**src/rtl/cam_frame_ctrl.sv**
```systemverilog
// Camera frame capture controller.
// Pulls {vsync, href, byte} words from a camera FIFO (one-cycle read latency),
// waits for a frame boundary, pairs bytes into RGB565 pixels and writes them
// into a line-major frame buffer. Tracks FIFO overflow while capturing.
module cam_frame_ctrl #(
    parameter int H_PIX   = 160,
    parameter int V_LINES = 120,
    parameter int ADDR_W  = 15
) (
    input  logic              clk,
    input  logic              reset,
    input  logic              start,
    input  logic [9:0]        fifo_data,
    input  logic              fifo_empty,
    input  logic              fifo_full,
    output logic              fifo_rd,
    output logic              capture,
    output logic [15:0]       px_data,
    output logic [ADDR_W-1:0] px_addr,
    output logic              px_we,
    output logic              busy,
    output logic              done,
    output logic              ovf
);

    localparam int COL_W  = $clog2(H_PIX + 1);
    localparam int LINE_W = $clog2(V_LINES + 1);
    localparam logic [COL_W-1:0]  H_COL  = COL_W'(H_PIX);
    localparam logic [LINE_W-1:0] V_LAST = LINE_W'(V_LINES);
    localparam logic [ADDR_W-1:0] H_STEP = ADDR_W'(H_PIX);

    typedef enum logic [2:0] {
        S_IDLE,
        S_ARM,
        S_SYNC,
        S_ACTIVE,
        S_DONE
    } state_t;

    state_t              state_q, state_d;
    logic                word_valid_q, word_valid_d;
    logic                phase_q, phase_d;
    logic                seen_href_q, seen_href_d;
    logic [COL_W-1:0]    col_q, col_d;
    logic [LINE_W-1:0]   line_q, line_d;
    logic [ADDR_W-1:0]   line_base_q, line_base_d;
    logic [15:0]         px_data_q, px_data_d;
    logic [ADDR_W-1:0]   px_addr_q, px_addr_d;
    logic                px_we_q, px_we_d;
    logic                capture_q, capture_d;
    logic                busy_q, busy_d;
    logic                done_q, done_d;
    logic                ovf_q, ovf_d;
    logic                process_word;

    logic       w_vsync;
    logic       w_href;
    logic [7:0] w_byte;

    assign w_vsync = fifo_data[9];
    assign w_href  = fifo_data[8];
    assign w_byte  = fifo_data[7:0];

    // Read strobe: only in reading states, never on an empty FIFO, never two cycles in a row.
    // Because a word is being consumed whenever word_valid_q is set, no read is issued in
    // the cycle that may end the frame, so no word is lost on the way to DONE.
    assign fifo_rd = !reset && !fifo_empty && !word_valid_q &&
                     ((state_q == S_ARM) || (state_q == S_SYNC) || (state_q == S_ACTIVE));

    assign capture = capture_q;
    assign px_data = px_data_q;
    assign px_addr = px_addr_q;
    assign px_we   = px_we_q;
    assign busy    = busy_q;
    assign done    = done_q;
    assign ovf     = ovf_q;

    // Next-state, counter and output computation.
    always_comb begin
        state_d      = state_q;
        word_valid_d = fifo_rd;
        phase_d      = phase_q;
        seen_href_d  = seen_href_q;
        col_d        = col_q;
        line_d       = line_q;
        line_base_d  = line_base_q;
        px_data_d    = px_data_q;
        px_addr_d    = px_addr_q;
        px_we_d      = 1'b0;
        ovf_d        = ovf_q | (capture_q & fifo_full);
        process_word = 1'b0;

        case (state_q)
            S_IDLE: begin
                if (start) begin
                    state_d     = S_ARM;
                    ovf_d       = 1'b0;
                    phase_d     = 1'b0;
                    seen_href_d = 1'b0;
                    col_d       = '0;
                    line_d      = '0;
                    line_base_d = '0;
                end
            end
            S_ARM: begin
                if (word_valid_q && w_vsync) begin
                    state_d = S_SYNC;
                end
            end
            S_SYNC: begin
                // The first word after vsync drops is already frame data.
                if (word_valid_q && !w_vsync) begin
                    state_d      = S_ACTIVE;
                    process_word = 1'b1;
                end
            end
            S_ACTIVE: begin
                process_word = word_valid_q;
            end
            S_DONE: begin
                state_d = S_IDLE;
            end
            default: begin
                state_d = S_IDLE;
            end
        endcase

        if (process_word) begin
            if (w_vsync) begin
                state_d = S_DONE;
            end else if (w_href) begin
                seen_href_d = 1'b1;
                phase_d     = ~phase_q;
                if (!phase_q) begin
                    px_data_d[15:8] = w_byte;
                end else begin
                    px_data_d[7:0] = w_byte;
                    // Pixels beyond the stored width are dropped; col parks at H_PIX.
                    if (col_q < H_COL) begin
                        px_we_d   = 1'b1;
                        px_addr_d = line_base_q + ADDR_W'(col_q);
                        col_d     = col_q + 1'b1;
                    end
                end
            end else if (seen_href_q) begin
                // Line end: an odd trailing byte is simply forgotten by clearing phase.
                seen_href_d = 1'b0;
                phase_d     = 1'b0;
                col_d       = '0;
                line_d      = line_q + 1'b1;
                line_base_d = line_base_q + H_STEP;
                if (line_q + 1'b1 == V_LAST) begin
                    state_d = S_DONE;
                end
            end
        end

        capture_d = (state_d == S_ARM) || (state_d == S_SYNC) || (state_d == S_ACTIVE);
        busy_d    = (state_d != S_IDLE);
        done_d    = (state_d == S_DONE);
    end

    // State and registered outputs; reset abandons any frame in progress.
    always_ff @(posedge clk) begin
        if (reset) begin
            state_q      <= S_IDLE;
            word_valid_q <= 1'b0;
            phase_q      <= 1'b0;
            seen_href_q  <= 1'b0;
            col_q        <= '0;
            line_q       <= '0;
            line_base_q  <= '0;
            px_data_q    <= '0;
            px_addr_q    <= '0;
            px_we_q      <= 1'b0;
            capture_q    <= 1'b0;
            busy_q       <= 1'b0;
            done_q       <= 1'b0;
            ovf_q        <= 1'b0;
        end else begin
            state_q      <= state_d;
            word_valid_q <= word_valid_d;
            phase_q      <= phase_d;
            seen_href_q  <= seen_href_d;
            col_q        <= col_d;
            line_q       <= line_d;
            line_base_q  <= line_base_d;
            px_data_q    <= px_data_d;
            px_addr_q    <= px_addr_d;
            px_we_q      <= px_we_d;
            capture_q    <= capture_d;
            busy_q       <= busy_d;
            done_q       <= done_d;
            ovf_q        <= ovf_d;
        end
    end

endmodule

```
**config.mk**
```make
export PLATFORM = sky130hd
export DESIGN_NAME = cam_frame_ctrl
export DESIGN_NICKNAME = d
export VERILOG_FILES = /design/src/rtl/cam_frame_ctrl.sv
export SDC_FILE = /design/constraint.sdc
export NUM_CORES = 1
export LEC_CHECK = 0
export CORE_MARGIN = 10
export CORE_UTILIZATION = 45
export CTS_CLUSTER_DIAMETER = 60
export DETAILED_ROUTE_END_ITERATION = 7
export PLACE_DENSITY = 0.68
export REMOVE_ABC_BUFFERS = 1
export SETUP_SLACK_MARGIN = 0.15
export SKIP_LAST_GASP = 1
export SYNTH_ARGS = -nofsm -noshare
export SYNTH_HDL_FRONTEND = slang
export SYNTH_SLANG_ARGS = --single-unit
```
**constraint.sdc**
```tcl
create_clock -name clk -period 2.5 [get_ports clk]
set_input_delay 0.75 -clock clk [delete_from_list [all_inputs] [get_ports clk]]
set_output_delay 0.75 -clock clk [all_outputs]
set_load 0.005 [all_outputs]
```
==> impl_table.tex, run 1 <==
\begin{tabular}{lr}
\hline
Metric & Value \\
\hline
\multicolumn{2}{l}{\textbf{Route}} \\
\quad Iteration-0 DRC count of the detailed router & 159 \\
\quad Overall routed net length & 8400 um \\
\quad DRC violations left & 0 \\
\quad Vias & 3,186 \\
\quad Vias/cell & 5.37 \\
\quad Residual antenna-violating net count after detailed routing & 0 \\
\quad Final routed wire length divided by cell count & 14.2 um \\
\quad Number of detailed-route iterations in the first pass & 4 \\
\multicolumn{2}{l}{\textbf{Critical path}} \\
\quad Longest individual stage delay on the worst path & 420 ps \\
\quad Delay-heaviest family, CP & buffers and inverters \\
\quad Data required time of the critical path & 1750 ps \\
\quad Critical path endpoint category & output pin \\
\quad Depth of the worst register-to-register path & 8 \\
\quad Worst Path Max Fanout & 2 \\
\quad Setup slack, reg-to-reg & 330 ps \\
\quad Series of cell instances along the critical path & clkdlybuf4s50\_1 -> nor3\_1 -> clkbuf\_2 \\
\quad Worst Setup Start Kind & primary input \\
\quad Critical path class & primary input to output pin \\
\quad Sum of buffers and inverters on the critical path & 2 \\
\quad Critical-path top delay cell & clkdlybuf4s50\_1 \\
\quad Crit. path cell count & 3 \\
\quad Data arrival time of the critical path & 1490 ps \\
\multicolumn{2}{l}{\textbf{Timing}} \\
\quad Final setup fails & 0 \\
\quad RSZ-0062 raised after global routing & false \\
\quad Slack of the critical path & 264 ps \\
\quad Max Slew Vio Count & 0 \\
\quad Clock skew after layout & 5.78 ps \\
\quad Min cycle time layout & 2240 ps \\
\quad Transition time of the tightest slew-check pin & 537 ps \\
\quad Hold Violations, Final & 0 \\
\quad Worst max-slew margin expressed relative to the limit & 64.2\% \\
\quad Max frequency & 447 MHz \\
\quad Fin crit share & 89.4\% \\
\multicolumn{2}{l}{\textbf{Synthesis}} \\
\quad Commonest register cell after synthesis & dfxtp\_1 \\
\quad Gate count of the mapped netlist & 416 \\
\quad Sequential fraction of the synthesis area & 40.9\% \\
\quad Dominant combinational cell family by area after synthesis & simple AND/OR/NAND/NOR gates \\
\quad Share of synthesized cell area in full adder, half adder and majority cells & 4.48\% \\
\quad Number of warnings printed during yosys synthesis & 0 \\
\quad Synth unique cells & 59 \\
\quad Post-Syn Area & 3520 sq um \\
\quad Proportion of register bits with asynchronous set or reset after synthesis & 0\% \\
\quad Synthesized-area fraction occupied by ao, oa, aoi and oai cells & 18.6\% \\
\quad Mean instance size in the synthesized netlist & 8.47 sq um \\
\quad Share of synthesized area spent on multiplexers & 2.56\% \\
\quad Simple logic cell fraction of the synthesized area & 26.4\% \\
\quad Number of storage elements in the synthesis netlist & 72 \\
\quad Post-synth EDFFs & 0 \\
\quad Xor and xnor area share after synthesis & 3.23\% \\
\multicolumn{2}{l}{\textbf{Clocking}} \\
\quad Clock input transition at the sequential cells of the worst setup and hold paths & 70 ps \\
\quad H-tree depth & 3 \\
\quad Number of buffers inserted for hold repair after clock tree synthesis & 0 \\
\quad Number of buffers inserted by post-CTS setup repair & 0 \\
\quad Buffer depth of the longest clock path & 2 \\
\quad Clock tree root driver cell & clkbuf\_8 \\
\quad Clock latency on the worst-skew pair & 350 ps \\
\quad Total CTS buffers & 9 \\
\quad CTS tree & done \\
\quad CTS sink cnt & 72 \\
\multicolumn{2}{l}{\textbf{Layout}} \\
\quad NumNets Final & 513 \\
\quad Fill cells & 717 \\
\quad Count of antenna diodes in the layout & 0 \\
\quad Post-layout instance count excluding filler cells & 593 \\
\quad Synth-to-Final Area Change & 28.6\% \\
\quad Total area of multi-input combinational cells & 1950 sq um \\
\quad Proportion of layout cells with a drive suffix above 1 & 12.4\% \\
\quad Final core area utilization & 58.9\% \\
\quad Register area & 1440 sq um \\
\multicolumn{2}{l}{\textbf{Global route}} \\
\quad Antenna violations before repair & 0 \\
\quad Global-route total usage across every layer & 14.5\% \\
\quad Largest net degree at the start of global routing & 48 \\
\quad Via count of the first global-routing pass & 3,092 \\
\quad Overflow after GRT & 0 \\
\quad Global-route wire length before repair & 14,100 um \\
\multicolumn{2}{l}{\textbf{Place}} \\
\quad Post-DP HPWL & 6120 um \\
\quad Inst Count DP & 577 \\
\quad Count of port buffers added during placement & 51 \\
\quad Routability cong. & 0.831 \\
\quad Pre-CTS setup slack & -125 ps \\
\multicolumn{2}{l}{\textbf{Floorplanning}} \\
\quad Full die area & 11,800 sq um \\
\quad Number of standard-cell rows in the floorplan & 32 \\
\quad DIE WIDTH & 108 um \\
\quad Initial cell density of the core & 45.8\% \\
\quad Vertical extent of the die & 108 um \\
\quad Number of placed I/O pins & 52 \\
\quad Core Box Area & 7690 sq um \\
\multicolumn{2}{l}{\textbf{Power}} \\
\quad Reg power frac & 47.6\% \\
\quad Power Internal & 0.00193 W \\
\quad Clock power frac & 47.6\% \\
\quad Sw power & 0.000502 W \\
\quad Static leakage power & 1.71 nW \\
\quad Switch share & 20.7\% \\
\quad Combinational share of power & 4.8\% \\
\quad IR drop worst, VDD & 0.000374 V \\
\quad Power per unit of standard cell area & 537 nW/um\^{}2 \\
\quad Overall Power & 0.00243 W \\
\multicolumn{2}{l}{\textbf{Run status}} \\
\quad Outcome & finished clean \\
\multicolumn{2}{l}{\textbf{Hold path}} \\
\quad Worst Hold Path Cells & 2 \\
\quad Hold WC Path Type & flop to flop \\
\multicolumn{2}{l}{\textbf{Job}} \\
\quad Max-cap violations & 0 \\
\hline
\end{tabular}
## sequential cells by signal, indices dropped and copies added (netlist names)
| signal | flops |
|---|---|
| px_data | 16 |
| line_base_q | 15 |
| px_addr | 15 |
| col_q | 8 |
| line_q | 7 |
| state_q | 3 |
| busy | 1 |
| capture | 1 |
| done | 1 |
| ovf | 1 |
| phase_q | 1 |
| px_we | 1 |
| seen_href_q | 1 |
| word_valid_q | 1 |
## synth_stat cells (all sizes together), types with 3 or more instances
library cell  count  area [sq um]
a211oi           13           108
a21o              4          30.0
a21oi            40           200
a22oi             3          22.5
and3             13          81.3
and4              3          26.3
buf              10          61.3
clkbuf            9          33.8
dfxtp            72          1440
ha               11           138
inv              10          37.5
mux2i             9          90.1
nand2            46           175
nand2b            5          31.3
nand3            19           100
nand4             8          65.1
nor2             49           186
nor2b             3          18.8
nor3             17          85.1
nor4              3          33.8
o21a              4          30.0
o21ai            20           104
o31ai             3          22.5
or3               3          18.8
xnor2             7          61.3
xor2              6          52.6
## final cells by class
cell class              instances  area share (%)
repair buffers                 78            15.8
multi-input cells             314            43.0
well taps                     102            2.82
inverters                      11           0.911
clock buffers                  12            3.42
clock inverters                 4            2.18
flip-flops and latches         72            31.8
## final timing paths
check                  start     endpoint
setup / recovery  fifo_empty      fifo_rd
hold / removal    px_addr[5]   px_addr[5]
setup reg to reg    col_q[0]  px_addr[10]
hold reg to reg   px_addr[5]   px_addr[5]
## routing by layer
layer / global-route usage, % / share of wire, % / wire length [um] / vias up
met3: 6.25 / 8.4 / 708 / 9
met2: 23.9 / 45 / 3760 / 79
li1: - / - / - / 1640
met5: 0 / 0 / 0 / -
met1: 16.8 / 46 / 3820 / 1458
met4: 4.33 / 1.2 / 101 / 0
## logic make-up after synthesis
family	count (synthesis)
fa+ha+maj	12
xor+xnor	13
flops	72
buf+inv	30
compound gates	102
simple gates	178
mux	9
## placed cells by master, fill, tap and decap left out, types with 2 or more instances in the layout
| master | count |
|---|---|
| a2111oi_0 | 2 |
| a211o_1 | 2 |
| a211oi_1 | 10 |
| a211oi_2 | 3 |
| a21o_1 | 4 |
| a21oi_1 | 40 |
| a22oi_1 | 3 |
| a31oi_1 | 2 |
| and3_1 | 13 |
| and4_1 | 3 |
| buf_4 | 26 |
| bufinv_16 | 3 |
| clkbuf_8 | 11 |
| clkdlybuf4s50_1 | 49 |
| dfxtp_1 | 71 |
| ha_1 | 11 |
| inv_1 | 8 |
| inv_2 | 2 |
| mux2i_1 | 9 |
| nand2_1 | 45 |
| nand2b_1 | 5 |
| nand3_1 | 18 |
| nand3b_1 | 2 |
| nand4_1 | 7 |
| nor2_1 | 48 |
| nor2b_1 | 3 |
| nor3_1 | 17 |
| nor4_1 | 2 |
| o21a_1 | 4 |
| o21ai_0 | 10 |
| o21ai_1 | 9 |
| o31ai_1 | 3 |
| or3_1 | 3 |
| xnor2_1 | 7 |
| xor2_1 | 6 |
## per-stage QoR
stage	hold WS, ps	instance area [sq um]	setup TNS, ps
floorplan	431	3430	0
finish	449	4530	0
global route	472	4530	0
CTS	454	4530	0
detailed placement	446	4280	-218
global placement	440	4280	-139
## what timing repair did
item,CTS,global route
resized for setup,2,3
endpoints found under the setup margin,1,2
cloned,0,0
## worst register-to-register path, delay by kind of cell, from the launching register on
family	cells	cell delay (ps)
compound gates	3	770
xor+xnor	1	140
fa+ha+maj	2	570
buf+inv	1	50
flops	1	370
simple gates	1	190
## power groups by stage
stage	registers (W)	logic, W	clock network (W)
final	0.00116	0.000118	0.00116
after CTS	0.00116	0.000119	0.00118
after floorplan	0.00118	0.0000363	0
after global placement	0.00118	0.000118	0
after global routing	0.00116	0.000129	0.00123
after detailed placement	0.00118	0.000118	0
Power figures use the tool's default switching activity.
==> inputs of run 2 (changes only) <==
--- a/config.mk
+++ b/config.mk
@@ -5,7 +5,6 @@
 export SDC_FILE = /design/constraint.sdc
 export NUM_CORES = 1
 export LEC_CHECK = 0
-export CORE_MARGIN = 10
 export CORE_UTILIZATION = 45
 export CTS_CLUSTER_DIAMETER = 60
 export DETAILED_ROUTE_END_ITERATION = 7
==> impl_table.tex, run 2 (same netlist as run 1, synthesis figures left out) <==
\begin{tabular}{lr}
\hline
Metric & Value \\
\hline
\multicolumn{2}{l}{\textbf{Floorplanning}} \\
\quad Core Box Area & 7410 sq um (-3.6\%) \\
\quad Number of placed I/O pins & 52 (unchanged) \\
\quad Vertical extent of the die & 90.5 um (-17\%) \\
\quad DIE WIDTH & 90.5 um (-17\%) \\
\quad Full die area & 8180 sq um (-30\%) \\
\quad Number of standard-cell rows in the floorplan & 31 (-3.1\%) \\
\quad Initial cell density of the core & 47.5\% (+1.7 points) \\
\multicolumn{2}{l}{\textbf{Global route}} \\
\quad Via count of the first global-routing pass & 3,086 (-0.19\%) \\
\quad Largest net degree at the start of global routing & 48 (unchanged) \\
\quad Global-route total usage across every layer & 21.5\% (+7.0 points) \\
\quad Overflow after GRT & 0 (unchanged) \\
\quad Antenna violations before repair & 0 (unchanged) \\
\quad Global-route wire length before repair & 14,500 um (+2.9\%) \\
\multicolumn{2}{l}{\textbf{Timing}} \\
\quad Max frequency & 432 MHz (-3.4\%) \\
\quad Max Slew Vio Count & 0 (unchanged) \\
\quad Final setup fails & 0 (unchanged) \\
\quad Fin crit share & 92.6\% (+3.2 points) \\
\quad Hold Worst Slack & 453 ps (+3.98 ps) \\
\quad Hold Violations, Final & 0 (unchanged) \\
\quad Worst max-slew margin expressed relative to the limit & 65.7\% (+1.5 points) \\
\quad Clock skew after layout & 11.8 ps (+6.03 ps) \\
\quad Transition time of the tightest slew-check pin & 514 ps (-22.6 ps) \\
\quad RSZ-0062 raised after global routing & false \\
\quad Final sum of negative setup slack & 0 ps (unchanged) \\
\quad Min cycle time layout & 2320 ps (+79.3 ps) \\
\multicolumn{2}{l}{\textbf{Critical path}} \\
\quad Data arrival time of the critical path & 1570 ps (+80 ps) \\
\quad Setup slack, reg-to-reg & 270 ps (-60 ps) \\
\quad Worst Setup Start Kind & primary input \\
\quad Worst Path Max Fanout & 2 (unchanged) \\
\quad Data required time of the critical path & 1750 ps (about the same) \\
\quad Critical path class & primary input to output pin \\
\quad Depth of the worst register-to-register path & 8 (unchanged) \\
\quad Critical path endpoint category & output pin \\
\multicolumn{2}{l}{\textbf{Route}} \\
\quad Vias & 3,232 (+1.4\%) \\
\quad Residual antenna-violating net count after detailed routing & 0 (unchanged) \\
\quad Overall routed net length & 8300 um (-1.2\%) \\
\quad Vias/cell & 5.46 (+1.6\%) \\
\quad Iteration-0 DRC count of the detailed router & 174 (+9.4\%) \\
\quad DRC violations left & 0 (unchanged) \\
\quad Final routed wire length divided by cell count & 14.0 um (-1.0\%) \\
\quad Number of detailed-route iterations in the first pass & 4 (unchanged) \\
\multicolumn{2}{l}{\textbf{Power}} \\
\quad IR drop worst, VDD & 0.000268 V (-29\%) \\
\quad Static leakage power & 1.73 nW (+0.83\%) \\
\quad Overall Power & 0.00241 W (-0.95\%) \\
\quad Power per unit of standard cell area & 529 nW/um\^{}2 (-1.4\%) \\
\multicolumn{2}{l}{\textbf{Clocking}} \\
\quad Buffer depth of the longest clock path & 2 (unchanged) \\
\quad Total CTS buffers & 9 (unchanged) \\
\quad CTS-repair resized insts & 1 (-1) \\
\quad CTS sink cnt & 72 (unchanged) \\
\quad Number of buffers inserted by post-CTS setup repair & 0 (unchanged) \\
\quad CTS tree & done \\
\quad Clock tree root driver cell & clkbuf\_8 \\
\quad H-tree depth & 3 (unchanged) \\
\quad Clock input transition at the sequential cells of the worst setup and hold paths & 70 ps (about the same) \\
\quad Number of buffers inserted for hold repair after clock tree synthesis & 0 (unchanged) \\
\quad Clock latency on the worst-skew pair & 350 ps (about the same) \\
\multicolumn{2}{l}{\textbf{Place}} \\
\quad Routability cong. & 0.845 (+1.7\%) \\
\quad Post-DP HPWL & 5900 um (-3.6\%) \\
\quad Inst Count DP & 576 (-0.17\%) \\
\quad Count of port buffers added during placement & 51 (unchanged) \\
\multicolumn{2}{l}{\textbf{Job}} \\
\quad Max-cap violations & 0 (unchanged) \\
\multicolumn{2}{l}{\textbf{Layout}} \\
\quad Proportion of layout cells with a drive suffix above 1 & 12.6\% (+0.15 points) \\
\quad Fill cells & 631 (-12\%) \\
\quad Count of antenna diodes in the layout & 0 (unchanged) \\
\quad Post-layout instance count excluding filler cells & 592 (-0.17\%) \\
\quad NumNets Final & 515 (+0.39\%) \\
\quad Synth-to-Final Area Change & 29.2\% \\
\quad Total area of multi-input combinational cells & 1950 sq um (unchanged) \\
\quad Most frequent cells in the layout & dfxtp\_1, clkdlybuf4s50\_1, nor2\_1 \\
\quad Register area & 1440 sq um (unchanged) \\
\quad Number of flip-flops in the largest register & 16 (unchanged) \\
\quad Most frequent standard cell in the layout excluding fill and tap cells & dfxtp\_1 \\
\multicolumn{2}{l}{\textbf{Hold path}} \\
\quad Hold WC Path Type & flop to flop \\
\quad Worst Hold Path Cells & 2 (unchanged) \\
\multicolumn{2}{l}{\textbf{Run status}} \\
\quad Outcome & finished clean \\
\hline
\end{tabular}
-- run 2: changes by cell type in the layout (fill, tap and decap cells not counted), sizes merged --
| cell | previous run | this run |
|---|---|---|
| dlygate4sd2 | 0 | 1 |
| inv | 11 | 10 |
| clkinv | 1 | 3 |
| clkbuf | 13 | 11 |
| buf | 28 | 30 |
-- run 2: worst max-delay path, cell delays in order --
cell and delay, ps:
clkdlybuf4s50_1 420, nor3_1 150, dlygate4sd2_1 250
-- run 2: final timing paths --
check | startpoint | to
setup reg to reg | col_q[0] | px_addr[10]
hold / removal | px_addr[5] | px_addr[5]
setup / recovery | fifo_empty | fifo_rd
hold reg to reg | px_addr[5] | px_addr[5]
-- run 2: routing by layer --
metal  wire length (um)  global-route usage, %
met3                382                   4.71
met1               3960                   28.3
met5                  0                      0
met4                 68                   7.66
met2               3890                   34.5
-- run 2: stage by stage --
step,util (%),area (sq um),worst slack (ps)
6_report,61.4,4550,185
5_1_grt,61.4,4550,157
4_1_cts,61.3,4540,151
3_5_place_dp,58.0,4300,-107
3_3_place_gp,58.0,4300,-111
2_1_floorplan,-,3430,379
-- run 2: area by class of cell --
class                   count  share of cell area [%]
repair buffers             80                    16.4
multi-input cells         314                    42.8
inverters                  11                   0.908
clock inverters             5                    2.28
flip-flops and latches     72                    31.7
well taps                  99                    2.72
clock buffers              11                    3.11
-- run 2: power breakdown --
| part | internal, W | switching, W | leakage, nW |
|---|---|---|---|
| registers | 0.00115 | 0.00000543 | 0.581 |
| logic | 0.0000554 | 0.0000618 | 1.02 |
| clock network | 0.000691 | 0.000443 | 0.124 |
| total | 0.00190 | 0.000511 | 1.73 |
==> inputs of run 3 (changes only) <==
--- a/config.mk
+++ b/config.mk
@@ -5,10 +5,11 @@
 export SDC_FILE = /design/constraint.sdc
 export NUM_CORES = 1
 export LEC_CHECK = 0
-export CORE_UTILIZATION = 45
+export ABC_AREA = 1
+export CAP_MARGIN = 30
+export CORE_UTILIZATION = 37
 export CTS_CLUSTER_DIAMETER = 60
 export DETAILED_ROUTE_END_ITERATION = 7
-export PLACE_DENSITY = 0.68
 export REMOVE_ABC_BUFFERS = 1
 export SETUP_SLACK_MARGIN = 0.15
 export SKIP_LAST_GASP = 1
==> impl_table.tex, run 3 <==
\begin{tabular}{lr}
\hline
Metric & Value \\
\hline
\multicolumn{2}{l}{\textbf{Layout}} \\
\quad Register area & 1440 sq um (unchanged) \\
\quad Proportion of layout cells with a drive suffix above 1 & 8.88\% (-3.7 points) \\
\quad Synth-to-Final Area Change & 25.5\% \\
\quad NumNets Final & 619 (+20\%) \\
\quad Most frequent cells in the layout & nand2\_1, nor2\_1, dfxtp\_1 \\
\quad Total area of multi-input combinational cells & 1920 sq um (-1.6\%) \\
\quad Most frequent standard cell in the layout excluding fill and tap cells & nand2\_1 \\
\quad Post-route cell area & 4640 sq um (+1.9\%) \\
\quad Fill cells & 1,040 (+65\%) \\
\quad Count of antenna diodes in the layout & 0 (unchanged) \\
\quad Post-layout instance count excluding filler cells & 730 (+23\%) \\
\quad Number of flip-flops in the largest register & 16 (unchanged) \\
\multicolumn{2}{l}{\textbf{Critical path}} \\
\quad CP Launch Point & reset \\
\quad Reg2reg start & col\_q[0] \\
\quad Setup slack, reg-to-reg & 400 ps (+130 ps) \\
\quad Critical path endpoint category & output pin \\
\quad Depth of the worst register-to-register path & 10 (+2) \\
\quad Worst Setup Start Kind & primary input \\
\quad Critical path class & primary input to output pin \\
\quad Data arrival time of the critical path & 1470 ps (-100 ps) \\
\quad Data required time of the critical path & 1750 ps (about the same) \\
\quad Critical path endpoint & fifo\_rd \\
\quad Reg-to-reg endpoint & px\_addr[10] \\
\quad Worst Path Max Fanout & 2 (unchanged) \\
\multicolumn{2}{l}{\textbf{Global route}} \\
\quad Antenna violations before repair & 0 (unchanged) \\
\quad Largest net degree at the start of global routing & 30 (-38\%) \\
\quad Overflow after GRT & 0 (unchanged) \\
\quad Via count of the first global-routing pass & 3,329 (+7.9\%) \\
\quad Global-route total usage across every layer & 19.0\% (-2.5 points) \\
\quad Global-route wire length before repair & 15,300 um (+5.7\%) \\
\multicolumn{2}{l}{\textbf{Route}} \\
\quad Iteration-0 DRC count of the detailed router & 139 (-20\%) \\
\quad Overall routed net length & 9220 um (+11\%) \\
\quad Vias & 3,547 (+9.7\%) \\
\quad Final routed wire length divided by cell count & 12.6 um (-9.9\%) \\
\quad Residual antenna-violating net count after detailed routing & 0 (unchanged) \\
\quad Number of detailed-route iterations in the first pass & 6 (+2) \\
\quad Vias/cell & 4.86 (-11\%) \\
\quad DRC violations left & 1 (+1) \\
\multicolumn{2}{l}{\textbf{Place}} \\
\quad Inst Count DP & 714 (+24\%) \\
\quad Pre-CTS setup slack & -487 ps (-380 ps) \\
\quad Routability cong. & 0.831 (-1.6\%) \\
\quad Count of port buffers added during placement & 51 (unchanged) \\
\quad Placed Area & 4410 sq um (+2.6\%) \\
\quad Post-DP HPWL & 6890 um (+17\%) \\
\multicolumn{2}{l}{\textbf{Timing}} \\
\quad Max Slew Vio Count & 0 (unchanged) \\
\quad Min cycle time layout & 2220 ps (-92.5 ps) \\
\quad Clock skew after layout & 10.3 ps (-1.54 ps) \\
\quad Worst max-slew margin expressed relative to the limit & 76.6\% (+11 points) \\
\quad Slack of the critical path & 277 ps (+92.5 ps) \\
\quad RSZ-0062 raised after global routing & false \\
\quad Max frequency & 450 MHz (+4.2\%) \\
\quad Transition time of the tightest slew-check pin & 348 ps (-166 ps) \\
\quad Final setup fails & 0 (unchanged) \\
\quad Hold Violations, Final & 0 (unchanged) \\
\quad Hold Worst Slack & 435 ps (-17.4 ps) \\
\quad Fin crit share & 88.9\% (-3.7 points) \\
\multicolumn{2}{l}{\textbf{Synthesis}} \\
\quad Area fraction of the dominant cell type after synthesis & 39.0\% (-1.9 points) \\
\quad Gate count of the mapped netlist & 527 (+27\%) \\
\quad Leading post-synthesis cells by instance count & nand2\_1, nor2\_1, dfxtp\_1, inv\_1, o21ai\_0 \\
\quad Largest area contributor in the synthesized netlist & dfxtp\_1 \\
\quad Cell with the most instances after synthesis & nand2\_1 \\
\quad Commonest register cell after synthesis & dfxtp\_1 \\
\quad Post-synth EDFFs & 0 (unchanged) \\
\quad Number of storage elements in the synthesis netlist & 72 (unchanged) \\
\quad Sequential fraction of the synthesis area & 39.0\% (-1.9 points) \\
\quad Mean instance size in the synthesized netlist & 7.01 sq um (-17\%) \\
\quad Synth unique cells & 49 (-17\%) \\
\quad Proportion of register bits with asynchronous set or reset after synthesis & 0\% (unchanged) \\
\quad Post-Syn Area & 3690 sq um (+4.9\%) \\
\quad Leading post-synthesis cells by cell area & dfxtp\_1, nand2\_1, nor2\_1 \\
\quad Number of warnings printed during yosys synthesis & 0 (unchanged) \\
\multicolumn{2}{l}{\textbf{Clocking}} \\
\quad Total CTS buffers & 9 (unchanged) \\
\quad H-tree depth & 3 (unchanged) \\
\quad Clock latency on the worst-skew pair & 350 ps (about the same) \\
\quad Buffer depth of the longest clock path & 2 (unchanged) \\
\quad Clock tree root driver cell & clkbuf\_8 \\
\quad CTS tree & done \\
\quad Number of buffers inserted by post-CTS setup repair & 0 (unchanged) \\
\quad CTS sink cnt & 72 (unchanged) \\
\quad Clock input transition at the sequential cells of the worst setup and hold paths & 70 ps (about the same) \\
\multicolumn{2}{l}{\textbf{Run status}} \\
\quad Violated checks & design-rule violations \\
\quad Outcome & finished with violations \\
\multicolumn{2}{l}{\textbf{Power}} \\
\quad Overall Power & 0.00231 W (-4.0\%) \\
\quad Static leakage power & 2.03 nW (+18\%) \\
\quad IR drop worst, VDD & 0.000290 V (+8.5\%) \\
\quad Power per unit of standard cell area & 499 nW/um\^{}2 (-5.8\%) \\
\multicolumn{2}{l}{\textbf{Hold path}} \\
\quad Worst Hold Path Cells & 2 (unchanged) \\
\quad Hold WC Path Type & flop to flop \\
\multicolumn{2}{l}{\textbf{Floorplanning}} \\
\quad Full die area & 10,400 sq um (+27\%) \\
\quad Initial cell density of the core & 38.0\% (-9.6 points) \\
\quad Core Box Area & 9730 sq um (+31\%) \\
\quad Number of placed I/O pins & 52 (unchanged) \\
\quad Vertical extent of the die & 102 um (+13\%) \\
\quad Number of standard-cell rows in the floorplan & 36 (+16\%) \\
\quad DIE WIDTH & 102 um (+13\%) \\
\multicolumn{2}{l}{\textbf{Job}} \\
\quad Max-cap violations & 0 (unchanged) \\
\hline
\end{tabular}
==> run 3: changes by cell type after synthesis, moves of 6 or more <==
cell      before  now
nand2_1       45  100
o21ai_0       10   47
nand3_1       18   36
inv_1          8   61
nor2_1        48   85
nor3_1        17    5
and3_1        13    1
clkbuf_1       9    3
a211oi_1      11    2
mux2i_1        9    0
==> run 3: routing by layer <==
layer  part of all wire, %  vias up  GRT usage [%]  wire, um
met4                   2.4        0           8.57       223
li1                      -     1860              -         -
met2                    46       49           30.4      4260
met3                   3.3       11           3.97       305
met5                     0        -              0         0
met1                    48     1627           24.7      4430
==> run 3: critical path, cell delays in order <==
cell	delay (ps)
clkdlybuf4s15_2	240
nor2_2	120
inv_1	60
nor4_1	140
buf_2	150
==> run 3: cells by family after synthesis <==
kind of cell	share of synthesized area, %
compound gates	16.4
flops	39.0
fa+ha+maj	4.27
buf+inv	9.11
simple gates	29.7
xor+xnor	1.42
==> run 3: timing repair <==
action | CTS | global route
endpoints found under the setup margin | 1 | 4
pin swaps | 2 | 2
gates resized for setup | 8 | 2
hold buffers | 0 | 0
==> run 3: area by class of cell <==
cell class,instances,share of cell area [%]
clock buffer,11,3.05
clock inverter,5,1.73
inverter,70,5.80
multi-input combinational,375,41.4
sequential,72,31.1
tap,133,3.59
timing repair buffer,64,13.4
==> run 3: worst min-delay path by stage <==
stage | start | endpoint | slack (ps)
final | line_base_q[0] | line_base_q[0] | 440
after CTS | line_base_q[0] | line_base_q[0] | 440
after floorplan | line_base_q[0] | line_base_q[0] | 410
after global placement | line_base_q[2] | line_base_q[2] | 420
after global routing | line_base_q[3] | line_base_q[3] | 460
after detailed placement | line_base_q[0] | line_base_q[0] | 430
==> run 3: where the power goes <==
group / leakage (nW) / internal, W / switching, W
Sequential: 0.581 / 0.00115 / 0.00000443
Combinational: 1.34 / 0.0000465 / 0.0000632
Clock: 0.106 / 0.000588 / 0.000459
==> run 3: stage by stage <==
stage | TNS, ps | utilization (%)
after floorplan | 0 | -
after global placement | -496 | 45.4
after detailed placement | -487 | 45.4
after CTS | 0 | 47.6
after global routing | 0 | 47.7
final | 0 | 47.7
